==> config.mk <==
export PLATFORM = sky130hd
export DESIGN_NAME = fill_sequencer
export DESIGN_NICKNAME = d
export VERILOG_FILES = /design/src/rtl/fill_sequencer.sv
export SDC_FILE = /design/constraint.sdc
export NUM_CORES = 1
export LEC_CHECK = 0
export ABC_AREA = 1
export BUFFER_PORTS_ARGS = -buffer_cell sky130_fd_sc_hd__buf_4
export CAP_MARGIN = 20
export CORE_UTILIZATION = 35
export CTS_CLUSTER_SIZE = 20
export DETAILED_ROUTE_END_ITERATION = 6
export PLACE_DENSITY = 0.58
export SYNTH_ARGS = -nofsm -noshare
export SYNTH_HDL_FRONTEND = slang
export SYNTH_SLANG_ARGS = --single-unit
==> constraint.sdc <==
create_clock -name clk_1khz -period 2.3 [get_ports clk_1khz]
set_input_delay 0.23 -clock clk_1khz [delete_from_list [all_inputs] [get_ports clk_1khz]]
set_output_delay 0.23 -clock clk_1khz [all_outputs]
set_load 0.01 [all_outputs]
==> src/rtl/fill_sequencer.sv <==
// fill_sequencer: pill-bottling line sequencer.
// Runs the BCD pill/bottle counters, the hopper-starvation watchdog, the
// bottle-switch timer and the conveyor check. The state code doubles as the
// 7-segment status digit (0 SETTING .. 5 FATAL).
// Ports:
//   clk_1khz, switch_clr      1 kHz clock, async active-low reset
//   start, ack                one-cycle panel pulses
//   estop                     synchronised emergency-stop level
//   target_pills/_bottles     BCD targets, latched on an accepted start
//   pill_pulse, conveyor_ok   hopper pill pulse, conveyor health level
//   state, now_pills, now_bottles, fill_en, conveyor_run, err_code,
//   bottle_done               registered status/drive outputs
module fill_sequencer #(
  parameter int unsigned HOPPER_TIMEOUT_MS = 3000,
  parameter int unsigned SWITCH_MS         = 2000
) (
  input  logic        clk_1khz,
  input  logic        switch_clr,
  input  logic        start,
  input  logic        ack,
  input  logic        estop,
  input  logic [11:0] target_pills,
  input  logic [7:0]  target_bottles,
  input  logic        pill_pulse,
  input  logic        conveyor_ok,
  output logic [2:0]  state,
  output logic [11:0] now_pills,
  output logic [7:0]  now_bottles,
  output logic        fill_en,
  output logic        conveyor_run,
  output logic [1:0]  err_code,
  output logic        bottle_done
);

  localparam int unsigned HW = $clog2(HOPPER_TIMEOUT_MS + 1);
  localparam int unsigned SW = $clog2(SWITCH_MS + 1);
  localparam logic [HW-1:0] HOP_LOAD = HW'(HOPPER_TIMEOUT_MS);
  localparam logic [SW-1:0] SW_LOAD  = SW'(SWITCH_MS);

  typedef enum logic [2:0] {
    ST_SETTING   = 3'd0,
    ST_RUNNING   = 3'd1,
    ST_SWITCHING = 3'd2,
    ST_DONE      = 3'd3,
    ST_ERROR     = 3'd4,
    ST_FATAL     = 3'd5
  } st_e;

  st_e           state_q, state_d;
  logic [11:0]   pills_q, pills_d, tp_q, tp_d, pill_inc;
  logic [7:0]    bottles_q, bottles_d, tb_q, tb_d, bot_inc;
  logic [HW-1:0] hop_q, hop_d;
  logic [SW-1:0] sw_q, sw_d;
  logic [1:0]    err_q, err_d;
  logic          done_q, done_d;
  logic          fill_en_q, conv_q;
  logic          count_pill;
  logic          targets_ok;

  function automatic logic [3:0] digit_inc(input logic [3:0] d);
    return (d == 4'd9) ? 4'd0 : d + 4'd1;
  endfunction

  function automatic logic [11:0] bcd_inc3(input logic [11:0] v);
    logic [11:0] r;
    r       = v;
    r[3:0]  = digit_inc(v[3:0]);
    if (v[3:0] == 4'd9) begin
      r[7:4] = digit_inc(v[7:4]);
      if (v[7:4] == 4'd9) r[11:8] = digit_inc(v[11:8]);
    end
    return r;
  endfunction

  function automatic logic [7:0] bcd_inc2(input logic [7:0] v);
    logic [7:0] r;
    r      = v;
    r[3:0] = digit_inc(v[3:0]);
    if (v[3:0] == 4'd9) r[7:4] = digit_inc(v[7:4]);
    return r;
  endfunction

  assign pill_inc   = bcd_inc3(pills_q);
  assign bot_inc    = bcd_inc2(bottles_q);
  assign targets_ok = (target_pills != '0) && (target_bottles != '0) &&
                      (target_pills[3:0] <= 4'd9) && (target_pills[7:4] <= 4'd9) &&
                      (target_pills[11:8] <= 4'd9) &&
                      (target_bottles[3:0] <= 4'd9) && (target_bottles[7:4] <= 4'd9);

  always_comb begin
    state_d    = state_q;
    pills_d    = pills_q;
    bottles_d  = bottles_q;
    tp_d       = tp_q;
    tb_d       = tb_q;
    hop_d      = hop_q;
    sw_d       = sw_q;
    err_d      = err_q;
    done_d     = 1'b0;
    count_pill = 1'b0;

    case (state_q)
      ST_SETTING: begin
        if (start && targets_ok) begin
          tp_d      = target_pills;
          tb_d      = target_bottles;
          pills_d   = '0;
          bottles_d = '0;
          hop_d     = HOP_LOAD;
          sw_d      = '0;
          state_d   = ST_RUNNING;
        end
      end
      ST_RUNNING: begin
        if (pill_pulse) begin
          count_pill = 1'b1;
        end else if (hop_q <= HW'(1)) begin
          hop_d   = '0;
          err_d   = 2'd1;
          state_d = ST_ERROR;
        end else begin
          hop_d = hop_q - HW'(1);
        end
      end
      ST_SWITCHING: begin
        if (sw_q <= SW'(1)) begin
          sw_d = '0;
          if (conveyor_ok) begin
            pills_d = '0;
            hop_d   = HOP_LOAD;
            state_d = ST_RUNNING;
          end else begin
            err_d   = 2'd2;
            state_d = ST_ERROR;
          end
        end else begin
          sw_d = sw_q - SW'(1);
        end
      end
      ST_ERROR: begin
        if (ack) begin
          err_d   = '0;
          state_d = ST_SETTING;
        end else if (err_q == 2'd1 && pill_pulse) begin
          err_d      = '0;
          count_pill = 1'b1;
        end else if (err_q == 2'd2 && conveyor_ok) begin
          err_d   = '0;
          pills_d = '0;
          hop_d   = HOP_LOAD;
          state_d = ST_RUNNING;
        end
      end
      ST_DONE: begin
        if (ack) state_d = ST_SETTING;
      end
      ST_FATAL: begin
        if (ack && !estop) begin
          err_d   = '0;
          state_d = ST_SETTING;
        end
      end
      default: state_d = ST_SETTING;
    endcase

    // Pill counting is shared by RUNNING and hopper-starved ERROR so both
    // take the identical completion path.
    if (count_pill) begin
      pills_d = pill_inc;
      hop_d   = HOP_LOAD;
      if (pill_inc == tp_q) begin
        bottles_d = bot_inc;
        done_d    = 1'b1;
        if (bot_inc == tb_q) begin
          state_d = ST_DONE;
        end else begin
          sw_d    = SW_LOAD;
          state_d = ST_SWITCHING;
        end
      end else begin
        state_d = ST_RUNNING;
      end
    end

    // Emergency stop freezes everything except the state itself.
    if (estop) begin
      state_d   = ST_FATAL;
      pills_d   = pills_q;
      bottles_d = bottles_q;
      tp_d      = tp_q;
      tb_d      = tb_q;
      hop_d     = hop_q;
      sw_d      = sw_q;
      err_d     = err_q;
      done_d    = 1'b0;
    end
  end

  always_ff @(posedge clk_1khz or negedge switch_clr) begin
    if (!switch_clr) begin
      state_q   <= ST_SETTING;
      pills_q   <= '0;
      bottles_q <= '0;
      tp_q      <= '0;
      tb_q      <= '0;
      hop_q     <= '0;
      sw_q      <= '0;
      err_q     <= '0;
      done_q    <= 1'b0;
      fill_en_q <= 1'b0;
      conv_q    <= 1'b0;
    end else begin
      state_q   <= state_d;
      pills_q   <= pills_d;
      bottles_q <= bottles_d;
      tp_q      <= tp_d;
      tb_q      <= tb_d;
      hop_q     <= hop_d;
      sw_q      <= sw_d;
      err_q     <= err_d;
      done_q    <= done_d;
      fill_en_q <= (state_d == ST_RUNNING);
      conv_q    <= (state_d == ST_SWITCHING);
    end
  end

  assign state        = state_q;
  assign now_pills    = pills_q;
  assign now_bottles  = bottles_q;
  assign fill_en      = fill_en_q;
  assign conveyor_run = conv_q;
  assign err_code     = err_q;
  assign bottle_done  = done_q;

endmodule

==> Yosys cells after proc, flatten, opt, wreduce, memory -nomap -nowiden <==
Index checks and enable logic that the tools add are counted.
{ "op_classes": {"reduce_logical": 21, "magnitude_cmp": 7, "add_sub_neg": 7, "mux": 67, "bitwise_logic": 1, "n_eq_ne": 29} }
{ "ops": {"columns": ["operator", "count"], "rows": [
  ["$mux W12", 16],
  ["$mux W11", 5],
  ["$pmux W12 S4", 1],
  ["$mux W8", 5],
  ["$mux W3", 13],
  ["$pmux W12 S3", 1],
  ["$mux W4", 7],
  ["$pmux W11 S2", 1],
  ["$ne A3 B3 Y1 const B", 7],
  ["$add A4 B1 Y4 const B", 5],
  ["$eq A4 B4 Y1 const B", 5],
  ["$le A4 B4 Y1 const B", 5],
  ["$pmux W3 S6", 1],
  ["$mux W2", 8],
  ["$reduce_and A8 Y1", 2],
  ["$eq A12 B12 Y1", 1],
  ["$le A12 B1 Y1 const B", 1],
  ["$reduce_bool A12 Y1", 1],
  ["$sub A12 B1 Y12 const B", 1],
  ["$le A11 B1 Y1 const B", 1],
  ["$sub A11 B1 Y11 const B", 1],
  ["$logic_and A1 B1 Y1", 10],
  ["$ne A2 B2 Y1 const B", 5],
  ["$eq A3 B2 Y1 const B", 3],
  ["17 further kinds", 26]
]} }
{ "totals": {"ff_bits": 71, "in_bits": 27} }

==> Longest topological paths before layout <==
Gate-level depths: netlist of run 1.
{ "logic_depth": {"word_depth": 13, "depth_mapped": 17, "ltp_nobuf": 16} }

==> Worst setup path before layout of run 1 <==
Ideal clock, no wire load.
{ "synth_path": {"kind": "register to register", "start": "register pills_q[5] (netlist: now_pills[5])", "end": "register sw_q[1]", "setup_ns": 0.130, "n_path_buf": 2, "path_stages_with_launch": 17, "setup_slack_ns": 0.123, "required_time_ns": 2.170, "arrival_time_ns": 2.047, "path_cell_list": "dfrtp_1 > inv_1 > ha_1 > nand2_1 > nor2_2 > buf_6 > o21ai_1 > nand2_1 > nand2_1 > inv_1 > nor2_1 > nand2_1 > nor3_4 > nand3_2 > buf_6 > nand3_1 > o21ai_1"} }
{ "synth_between": {"elab_chain_cells": 6} }
{ "synth_lines": {"columns": ["element", "line", "source"], "rows": [
  ["start, declared", "50", "logic [11:0] pills_q, pills_d, tp_q, tp_d, pill_inc;"],
  ["start signal, assigned", "214", "pills_q <= pills_d;"],
  ["$add A4 B1 Y4 or $eq A4 B4 Y1 (tied branches)", "61, 70", null],
  ["$mux W4, on equally long branches", "61, 70", null],
  ["$mux W8 *", "68", "if (v[3:0] == 4'd9) begin"],
  ["$eq A12 B12 Y1 *", "171", "if (pill_inc == tp_q) begin"],
  ["$mux W11 *", "171", null],
  ["$mux W11 *", "168", "if (count_pill) begin"],
  ["end signal, assigned", "219", "sw_q <= sw_d;"],
  ["end, declared", "53", "logic [SW-1:0] sw_q, sw_d;"]
]} }
Mark *: on every way between the ends. The rest lies on a longest branch, timed or not.
A chain may end at the register's enable or synchronous reset.

==> Worst setup path in the final report of run 1 <==
{ "layout_path": {"start": "register pills_q[4] (netlist: now_pills[4])", "end": "register bottles_q[2] (netlist: now_bottles[2])"} }
{ "layout_between": {"elab_chain_cells": 6} }
{ "layout_lines": {"columns": ["element", "line", "source"], "rows": [
  ["$add A4 B1 Y4 or $eq A4 B4 Y1 (tied branches)", "61, 70", null],
  ["$mux W4, on equally long branches", "61, 70", null],
  ["$mux W8 *", "68", null],
  ["$eq A12 B12 Y1 *", "171", null],
  ["$mux W8 *", "171", null],
  ["$mux W8 *", "168", null],
  ["end signal, assigned", "215", "bottles_q <= bottles_d;"],
  ["end, declared", "51", "logic [7:0] bottles_q, bottles_d, tb_q, tb_d, bot_inc;"]
]} }
Marks and branches as above.

==> results.toml, run 1 <==
[floorplanning]
floorplan.die_area_um2 = 14960
chipHeight_um = 122.3
die_w_um = 122.3
ios = 55
rows = 43
core_area_um2 = 13990
initial_utilization_pct = 36.22

[sta]
rsz0062_at_grt = "true"
relSlewSlack_pct = 63.40
setup_tns_ns = 0
fin_skew_ns = 0.003899
worst_hold_slack_ns = 0.1252
tightest_slew_ns = 0.5490
fmax_ghz = 0.4607
final_hold_viol_count = 0
min_period_ns = 2.171
slew_violations = 0
fin_crit_sh_pct = 94.37
setup_viol = 0

[worst_setup_path]
r2r-start = "now_pills[4]"
endpoint = "now_bottles[2]"
cp.arrival_ns = 2.41
crit_buf_inv = 3
cp.required_ns = 2.54
max_stage_delay_ns = 0.43
crit_chain = "ha_4, nand2_2, nor2_4, buf_6, o21ai_4, nand2_1, nand2_1, inv_1, nor2_2, nand2_2, nor3_4, buf_4, nand3_1, nand3_1, nand2_1"
cp_common_cell = "nand2_1"
critPathCaptureType = "flip-flop"
rrSetupSlack_ns = 0.13
critPathMaxFanout = 7
slowest_stage = "dfrtp_2"
rr_worst_depth = 15
path_delay_family = "simple AND/OR/NAND/NOR gates"
cp_num_cells = 15
r2r_end = "now_bottles[2]"
worst-setup-path-type = "reg2reg"
critPathLaunchType = "flip-flop"
crit_start = "now_pills[4]"

[yosys]
async_flop_share_pct = 100.0
synth_compound_area_share_pct = 9.385
synthCells = 747
synth_top_family_by_area = "simple AND/OR/NAND/NOR gates"
ys_seq_elements = 71
yosysTopAreaCellShare_pct = 35.07
synthAdderAreaFrac_pct = 1.976
ys_seq_area_share_pct = 35.07
synthDistinctLibCells = 44
synthMuxAreaShare_pct = 1.778
yosysWarnings = 0
synth_edf_count = 0
synth-main-ff-cell = "dfrtp_1"
synth_top_area_cell = "dfrtp_1"
syn_area_um2 = 5066
synth.net_count = 782
synth-xor-area-share_pct = 2.766
synth-simple-area-share_pct = 40.03
synth_area_leaders = "dfrtp_1 35%, nand2_1 17%, nor2_1 6.4%, inv_1 6.1%, nand3_1 5.4%"
synth.avg_cell_area_um2 = 6.782

[finish]
areaGrowthSynthToFinish_pct = 24.30
final_common_cell = "nand2_1"
n_antenna_cell = 0
final_util_pct = 45.02
final_nets = 861
drive_gt1_share_pct = 20.48
layout_common_cells = "225 x nand2_1, 84 x nor2_1, 82 x inv_1"
final_cells = 1010
stdcell_area_um2 = 6297

[global_route]
grt_pass1_wl_mm = 22.56
groute.usage.overall_pct = 19.57
grt-ovfl-total = 0
grt_pass1_vias = 4592
grt_max_degree = 40
antenna_found_initial = 0

[placement]
routabilityCongestion = 0.8417
io_buffers = 54
placed_cell_area_um2 = 5806
dpl.hpwl_mm = 10.26
dp_cells = 990

[clocking]
cts_tree = "built"
clockBufferDepth = 2
numCtsBuffers = 9
numClockSinks = 71
cts_root_buf = "clkbuf_16"
htreeDepth = 3
path_clk_slew_ns = 0.06
clk_latency_ns = 0.35

[route]
vias = 5004
wl_per_cell_um = 13.62
drc = 0
avgViaCountPerCell = 4.954
drt_iter0_drc = 233
firstDrtPassIters = 5
drtAntennaViolNets = 0
drt_wl_total_mm = 13.76

[worst_hold_path]
min_path_type = "in2reg"

[run]
drv_cap = 0

[pwr]
p_leak_nw = 3.169
ir_drop_v = 0.0004488
powerDensity_nw_per_um2 = 711.2

[run_status]
status = "finished, final reports clean"
## power breakdown
group	leakage [nW]	switching [mW]	internal (mW)	total [mW]
Clock	0.158	0.563	1.05	1.61
Sequential	0.902	0.208	1.42	1.63
Combinational	2.11	0.740	0.498	1.24
## worst min-delay path by stage
stage | to | slack (ns) | cells after the start | start
after floorplan | bottle_done | -0.07 | 0 | switch_clr
final | tp_q[5] | 0.13 | 2 | target_pills[5]
after CTS | tb_q[0] | 0.12 | 2 | target_bottles[0]
after global placement | tb_q[1] | 0.26 | 1 | switch_clr
after global routing | tb_q[5] | 0.12 | 2 | target_bottles[5]
after detailed placement | tb_q[0] | 0.27 | 1 | switch_clr
## synth_stat cells, types with 8 or more instances
library cell	instances
nand2_1	228
nor2_1	87
inv_1	83
dfrtp_1	71
nand3_1	55
o21ai_0	45
nand4_1	26
a21oi_1	18
nand3b_1	11
xor2_1	10
nor3_1	9
buf_2	8
ha_1	8
mux2_2	8
nand2_2	8
## cells by family (layout without fill, tap and decap cells)
kind of cell               count (synthesis)  in the layout
AOI/OAI and AO/OA                         84             84
buffers and inverters                    109            192
xor gates and xnor gates                  16             16
muxes                                      8              8
adders and majority gates                  8              8
and+or+nand+nor                          451            451
DFF                                       71             71
## flip-flops by register name, indices dropped and copies added, names as in the netlist
signal and flops:
conveyor_run 1, state 3, err_code 2, tp_q 12, sw_q 11, now_bottles 8
bottle_done 1, now_pills 12, fill_en 1, hop_q 12, tb_q 8
## timing repair
action                                  4_1_cts  5_1_grt
endpoints found under the setup margin        0       23
buffers inserted                              0        3
hold buffers                                  1        0
endpoints found under the hold margin        38        0
resized for setup                             0       27
## final cells by class
cell class | instances | area (um^2)
Timing Repair Buffer | 88 | 711.9
Multi-Input combinational cell | 567 | 2908
Clock buffer | 9 | 225.2
Fill cell | 1488 | 7691
Tap cell | 180 | 225.2
Sequential cell | 71 | 1783
Clock inverter | 6 | 110.1
Inverter | 89 | 334.1
## per-layer routing
layer	vias to the layer above	track usage, %	routed length [um]
met1	2329	25.99	6620
met5	-	0	0
met3	12	5.297	658
met4	0	5.640	184
li1	2567	-	-
met2	96	30.97	6294
## per-stage QoR
| stage | worst slack (ns) | power [mW] |
|---|---|---|
| floorplan | 0.1228 | 2.467 |
| global placement | 0.08274 | 2.868 |
| finish | 0.1295 | 4.479 |
| CTS | 0.06448 | 4.523 |
| detailed placement | 0.08728 | 2.877 |
| global route | -0.02607 | 4.789 |
(Power assumes the default switching activity.)
==> run 2: changes to the inputs <==
--- a/config.mk
+++ b/config.mk
@@ -8,10 +8,13 @@
 export ABC_AREA = 1
 export BUFFER_PORTS_ARGS = -buffer_cell sky130_fd_sc_hd__buf_4
 export CAP_MARGIN = 20
-export CORE_UTILIZATION = 35
+export CELL_PAD_IN_SITES_DETAIL_PLACEMENT = 0
+export CELL_PAD_IN_SITES_GLOBAL_PLACEMENT = 1
+export CORE_UTILIZATION = 40
+export CTS_BUF_LIST = sky130_fd_sc_hd__clkbuf_4 sky130_fd_sc_hd__clkbuf_8 sky130_fd_sc_hd__clkbuf_16
 export CTS_CLUSTER_SIZE = 20
 export DETAILED_ROUTE_END_ITERATION = 6
-export PLACE_DENSITY = 0.58
+export PLACE_DENSITY = 0.82
 export SYNTH_ARGS = -nofsm -noshare
 export SYNTH_HDL_FRONTEND = slang
 export SYNTH_SLANG_ARGS = --single-unit
==> results.toml, run 2 (synthesized netlist as in run 1, its figures left out) <==
[placement]
dp_cells = 984
routabilityCongestion = 0.9039
io_buffers = 54
placed_cell_area_um2 = 5823
dpl.hpwl_mm = 10.26

[clocking]
clockBufferDepth = 2
cts_tree = "built"
numClockSinks = 71
numCtsBuffers = 9
path_clk_slew_ns = 0.06
clk_latency_ns = 0.34
cts_root_buf = "clkbuf_16"
htreeDepth = 3

[worst_hold_path]
hold_depth = 2
min_path_type = "in2reg"

[global_route]
antenna_found_initial = 0
met3_usage_pct = 3.282
grt_max_degree = 46
groute.usage.overall_pct = 21.86
grt.met1_usage_pct = 29.36
grt-ovfl-total = 0
grt_pass1_vias = 4711
use_met2_pct = 35.39
top_usage_layer = "met2"
grt_pass1_wl_mm = 22.39

[finish]
layout_common_cells = "224 x nand2_1, 87 x buf_4, 86 x nor2_1"
final_cells = 1004
drive_gt1_share_pct = 21.29
stdcell_area_um2 = 6269
areaGrowthSynthToFinish_pct = 23.73
final_nets = 866
n_antenna_cell = 0
final_common_cell = "nand2_1"

[route]
avgViaCountPerCell = 5.007
wl_per_cell_um = 13.70
drt_wl_total_mm = 13.76
drc = 0
firstDrtPassIters = 5
vias = 5027
drt_iter0_drc = 351
drtAntennaViolNets = 0

[worst_setup_path]
cp.arrival_ns = 2.51
crit_chain = "ha_4, nand2_4, nor2_4, buf_6, o21ai_2, nand2_1, nand2_1, inv_1, nor2_1, nand2_1, nor3_4, nand3_4, buf_6, a21oi_2"
worst-setup-path-type = "reg2reg"
critPathCaptureType = "flip-flop"
cp.required_ns = 2.57
rr_worst_depth = 14
critPathLaunchType = "flip-flop"
max_stage_delay_ns = 0.41
cp_common_cell = "nand2_1"
critPathMaxFanout = 5
slowest_stage = "dfrtp_1"

[sta]
final_hold_viol_count = 0
slew_violations = 0
rsz0062_at_grt = "true"
fin_crit_sh_pct = 97.45
setup_viol = 0
relSlewSlack_pct = 60.34
fmax_ghz = 0.4462
min_period_ns = 2.241
tightest_slew_ns = 0.5950
fin_skew_ns = 0.005284

[floorplanning]
floorplan.die_area_um2 = 13120
chipHeight_um = 114.5
core_area_um2 = 12160
initial_utilization_pct = 41.66
rows = 40
ios = 55
die_w_um = 114.5

[pwr]
p_leak_nw = 3.186
ir_drop_v = 0.0003772
powerDensity_nw_per_um2 = 673.3

[run]
drv_cap = 0

[run_status]
status = "finished, final reports clean"
==> run 2: worst paths after layout <==
path | start | endpoint | slack, ns
min in group asynchronous | switch_clr | hop_q[1] | 0.43
min reg2reg | now_bottles[2] | now_bottles[2] | 0.50
max in group asynchronous | switch_clr | now_pills[6] | 1.23
max reg2reg | now_pills[4] | sw_q[8] | 0.06
min | target_bottles[5] | tb_q[5] | 0.13
max | now_pills[4] | sw_q[8] | 0.06
==> run 2: final cells by class <==
type	instances	area, um^2
timing repair buffer	92	708.2
clock buffer	13	267.8
clock inverter	3	17.52
multi-input combinational	568	2950
tap	168	210.2
sequential	71	1780
inverter	89	334.1
fill	1209	5893
==> run 2: report_power, final <==
group	switching (mW)	total [mW]	internal [mW]
clock	0.537	1.35	0.810
sequential	0.204	1.62	1.42
combinational	0.748	1.25	0.504
total	1.49	4.22	2.73
==> run 2: routing by layer <==
| layer | part of all wire, % | routed length (um) |
|---|---|---|
| met1 | 48 | 6561 |
| met2 | 47 | 6410 |
| met3 | 3.8 | 519 |
| met4 | 1.9 | 265 |
| met5 | 0 | 0 |
==> run 2: repair_timing <==
item | CTS | global route
resized for setup | 1 | 29
endpoints found under the setup margin | 5 | 22
pin swaps | 0 | 19
setup buffers | 0 | 2
hold buffers | 1 | 0
cloned | 0 | 1
endpoints found under the hold margin | 43 | 0
==> run 2: worst max-delay path: cells and delay by family (launching register included) <==
kind | cells | cell delay (ns)
simple gates | 8 | 0.99
flops | 1 | 0.41
buf+inv | 3 | 0.34
compound gates | 2 | 0.24
fa+ha+maj | 1 | 0.18
==> run 2: per-stage QoR <==
stage / hold slack [ns] / worst slack, ns / setup TNS [ns] / utilization (%) / total power [mW]
floorplan: -0.06559 / 0.1228 / 0 / - / 2.467
global placement: 0.2675 / 0.02714 / 0 / 47.88 / 2.851
detailed placement: 0.2776 / -0.04022 / -0.1084 / 47.88 / 2.871
CTS: 0.1281 / 0.01721 / 0 / 50.37 / 4.236
global route: 0.1322 / -0.08087 / -1.016 / 51.54 / 4.516
finish: 0.1340 / 0.05869 / 0 / 51.54 / 4.221
==> run 3: changes to the inputs <==
--- a/config.mk
+++ b/config.mk
@@ -11,7 +11,7 @@
 export CELL_PAD_IN_SITES_DETAIL_PLACEMENT = 0
 export CELL_PAD_IN_SITES_GLOBAL_PLACEMENT = 1
 export CORE_UTILIZATION = 40
-export CTS_BUF_LIST = sky130_fd_sc_hd__clkbuf_4 sky130_fd_sc_hd__clkbuf_8 sky130_fd_sc_hd__clkbuf_16
+export CTS_BUF_LIST = sky130_fd_sc_hd__clkbuf_16
 export CTS_CLUSTER_SIZE = 20
 export DETAILED_ROUTE_END_ITERATION = 6
 export PLACE_DENSITY = 0.82
==> results.toml, run 3 (synthesized netlist as in run 1, its figures left out) <==
[pwr]
clkPwrFrac_pct = 30.2
ir_drop_v = 0.0003786
power.switching_mw = 1.490
powerDensity_nw_per_um2 = 660.5
p_leak_nw = 3.177
pwr-share-seq_pct = 39.4
swShare_pct = 36.15
combinationalPowerShare_pct = 30.4
p_int_mw = 2.632

[worst_setup_path]
r2r_end = "sw_q[8]"
worst-setup-path-type = "reg2reg"
cp.arrival_ns = 2.50
crit_buf_inv = 3
r2r-start = "now_pills[4]"
max_stage_delay_ns = 0.41
crit_chain = "ha_4, nand2_4, nor2_4, buf_6, o21ai_2, nand2_1, nand2_1, inv_1, nor2_1, nand2_1, nor3_4, nand3_4, buf_6, a21oi_2"
cp.required_ns = 2.57
rr_worst_depth = 14
critPathMaxFanout = 5
critPathCaptureType = "flip-flop"
path_delay_family = "simple AND/OR/NAND/NOR gates"
cp_common_cell = "nand2_1"
rrSetupSlack_ns = 0.07
critPathLaunchType = "flip-flop"
slowest_stage = "dfrtp_1"
crit_start = "now_pills[4]"

[route]
wl_per_cell_um = 13.71
firstDrtPassIters = 4
drt_iter0_drc = 374
drtAntennaViolNets = 0
drt_wl_total_mm = 13.76
vias = 5034
drc = 0
avgViaCountPerCell = 5.014

[floorplanning]
ios = 55
die_w_um = 114.5
core_area_um2 = 12160
floorplan.die_area_um2 = 13120
chipHeight_um = 114.5
initial_utilization_pct = 41.66
rows = 40

[placement]
io_buffers = 54
dp_cells = 984
dpl_worst_slack_ns = -0.04022
placed_cell_area_um2 = 5823
dpl.hpwl_mm = 10.26
routabilityCongestion = 0.9039

[clocking]
htreeDepth = 3
cts_tree = "built"
numClockSinks = 71
numCtsBuffers = 9
clockBufferDepth = 2
clk_latency_ns = 0.34
cts_root_buf = "clkbuf_16"
path_clk_slew_ns = 0.06

[run]
drv_cap = 0

[worst_hold_path]
min_path_type = "in2reg"
hold_depth = 2
hold_path_end = "tb_q[5]"
min_from = "target_bottles[5]"

[sta]
fmax_ghz = 0.4475
min_period_ns = 2.235
fin_skew_ns = 0.005274
tightest_slew_ns = 0.5941
fin_crit_sh_pct = 97.15
setup_viol = 0
final_hold_viol_count = 0
setup_tns_ns = 0
worst_hold_slack_ns = 0.1341
setup_ws_ns = 0.06550
relSlewSlack_pct = 60.40
rsz0062_at_grt = "true"
slew_violations = 0

[finish]
stdcell_area_um2 = 6241
final_cells = 1004
areaGrowthSynthToFinish_pct = 23.19
final_nets = 866
n_antenna_cell = 0
final_common_cell = "nand2_1"
fill_cells = 1210
layout_common_cells = "224 x nand2_1, 87 x buf_4, 86 x nor2_1"
drive_gt1_share_pct = 20.81

[global_route]
grt_pass1_vias = 4710
groute.usage.overall_pct = 21.86
grt_max_degree = 46
grt-ovfl-total = 0
grt_pass1_wl_mm = 22.41
antenna_found_initial = 0

[run_status]
status = "finished, final reports clean"
-- run 3: changes by cell type in the layout (fill, tap and decap cells not counted) --
cell,change
clkbuf_4,-2
clkbuf_8,-2
clkinv_1,+2
inv_1,+2
-- run 3: worst max path at each step --
stage | cells past startpoint | end | slack [ns]
final | 14 | sw_q[8] | 0.07
after global routing | 13 | sw_q[8] | -0.08
after CTS | 14 | sw_q[8] | 0.02
after detailed placement | 14 | sw_q[8] | -0.04
after global placement | 14 | sw_q[4] | 0.03
after floorplan | 16 | sw_q[1] | 0.12
-- run 3: metal layers --
metal	vias up	global-route usage, %	routed length (um)	part of all wire (%)
li1	2597	-	-	-
met1	2321	29.46	6554	48
met2	96	35.27	6417	47
met3	20	3.282	526	3.8
met4	0	8.571	265	1.9
met5	-	0	0	0
-- run 3: final cells by class --
class / instances / area, um^2 / area share (%)
repair buffers: 92 / 708.2 / 11.35
inverters: 89 / 334.1 / 5.353
multi-input cells: 568 / 2950 / 47.27
flip-flops and latches: 71 / 1780 / 28.53
well taps: 168 / 210.2 / 3.368
clock buffers: 9 / 225.2 / 3.609
clock inverters: 7 / 32.53 / 0.5213
-- run 3: repair_timing --
| item | CTS | global route |
|---|---|---|
| gates resized for setup | 1 | 29 |
| endpoints found under the hold margin | 43 | 0 |
| pin swaps | 0 | 19 |
| hold buffers | 1 | 0 |
| setup buffers | 0 | 2 |
| cloned | 0 | 1 |
| endpoints found under the setup margin | 5 | 22 |
-- run 3: power by group through the flow --
| stage | Sequential [mW] | Clock, mW | Combinational [mW] |
|---|---|---|---|
| after floorplan | 1.60 | 0 | 0.864 |
| after global placement | 1.63 | 0 | 1.22 |
| after detailed placement | 1.63 | 0 | 1.24 |
| after CTS | 1.62 | 1.27 | 1.25 |
| after global routing | 1.65 | 1.32 | 1.45 |
| final | 1.62 | 1.24 | 1.25 |
-- run 3: through the flow --
step                util (%)  power [mW]
finish                 51.32       4.122
global route           51.32       4.416
CTS                    50.14       4.131
detailed placement     47.88       2.871
global placement       47.88       2.851
floorplan                  -       2.467
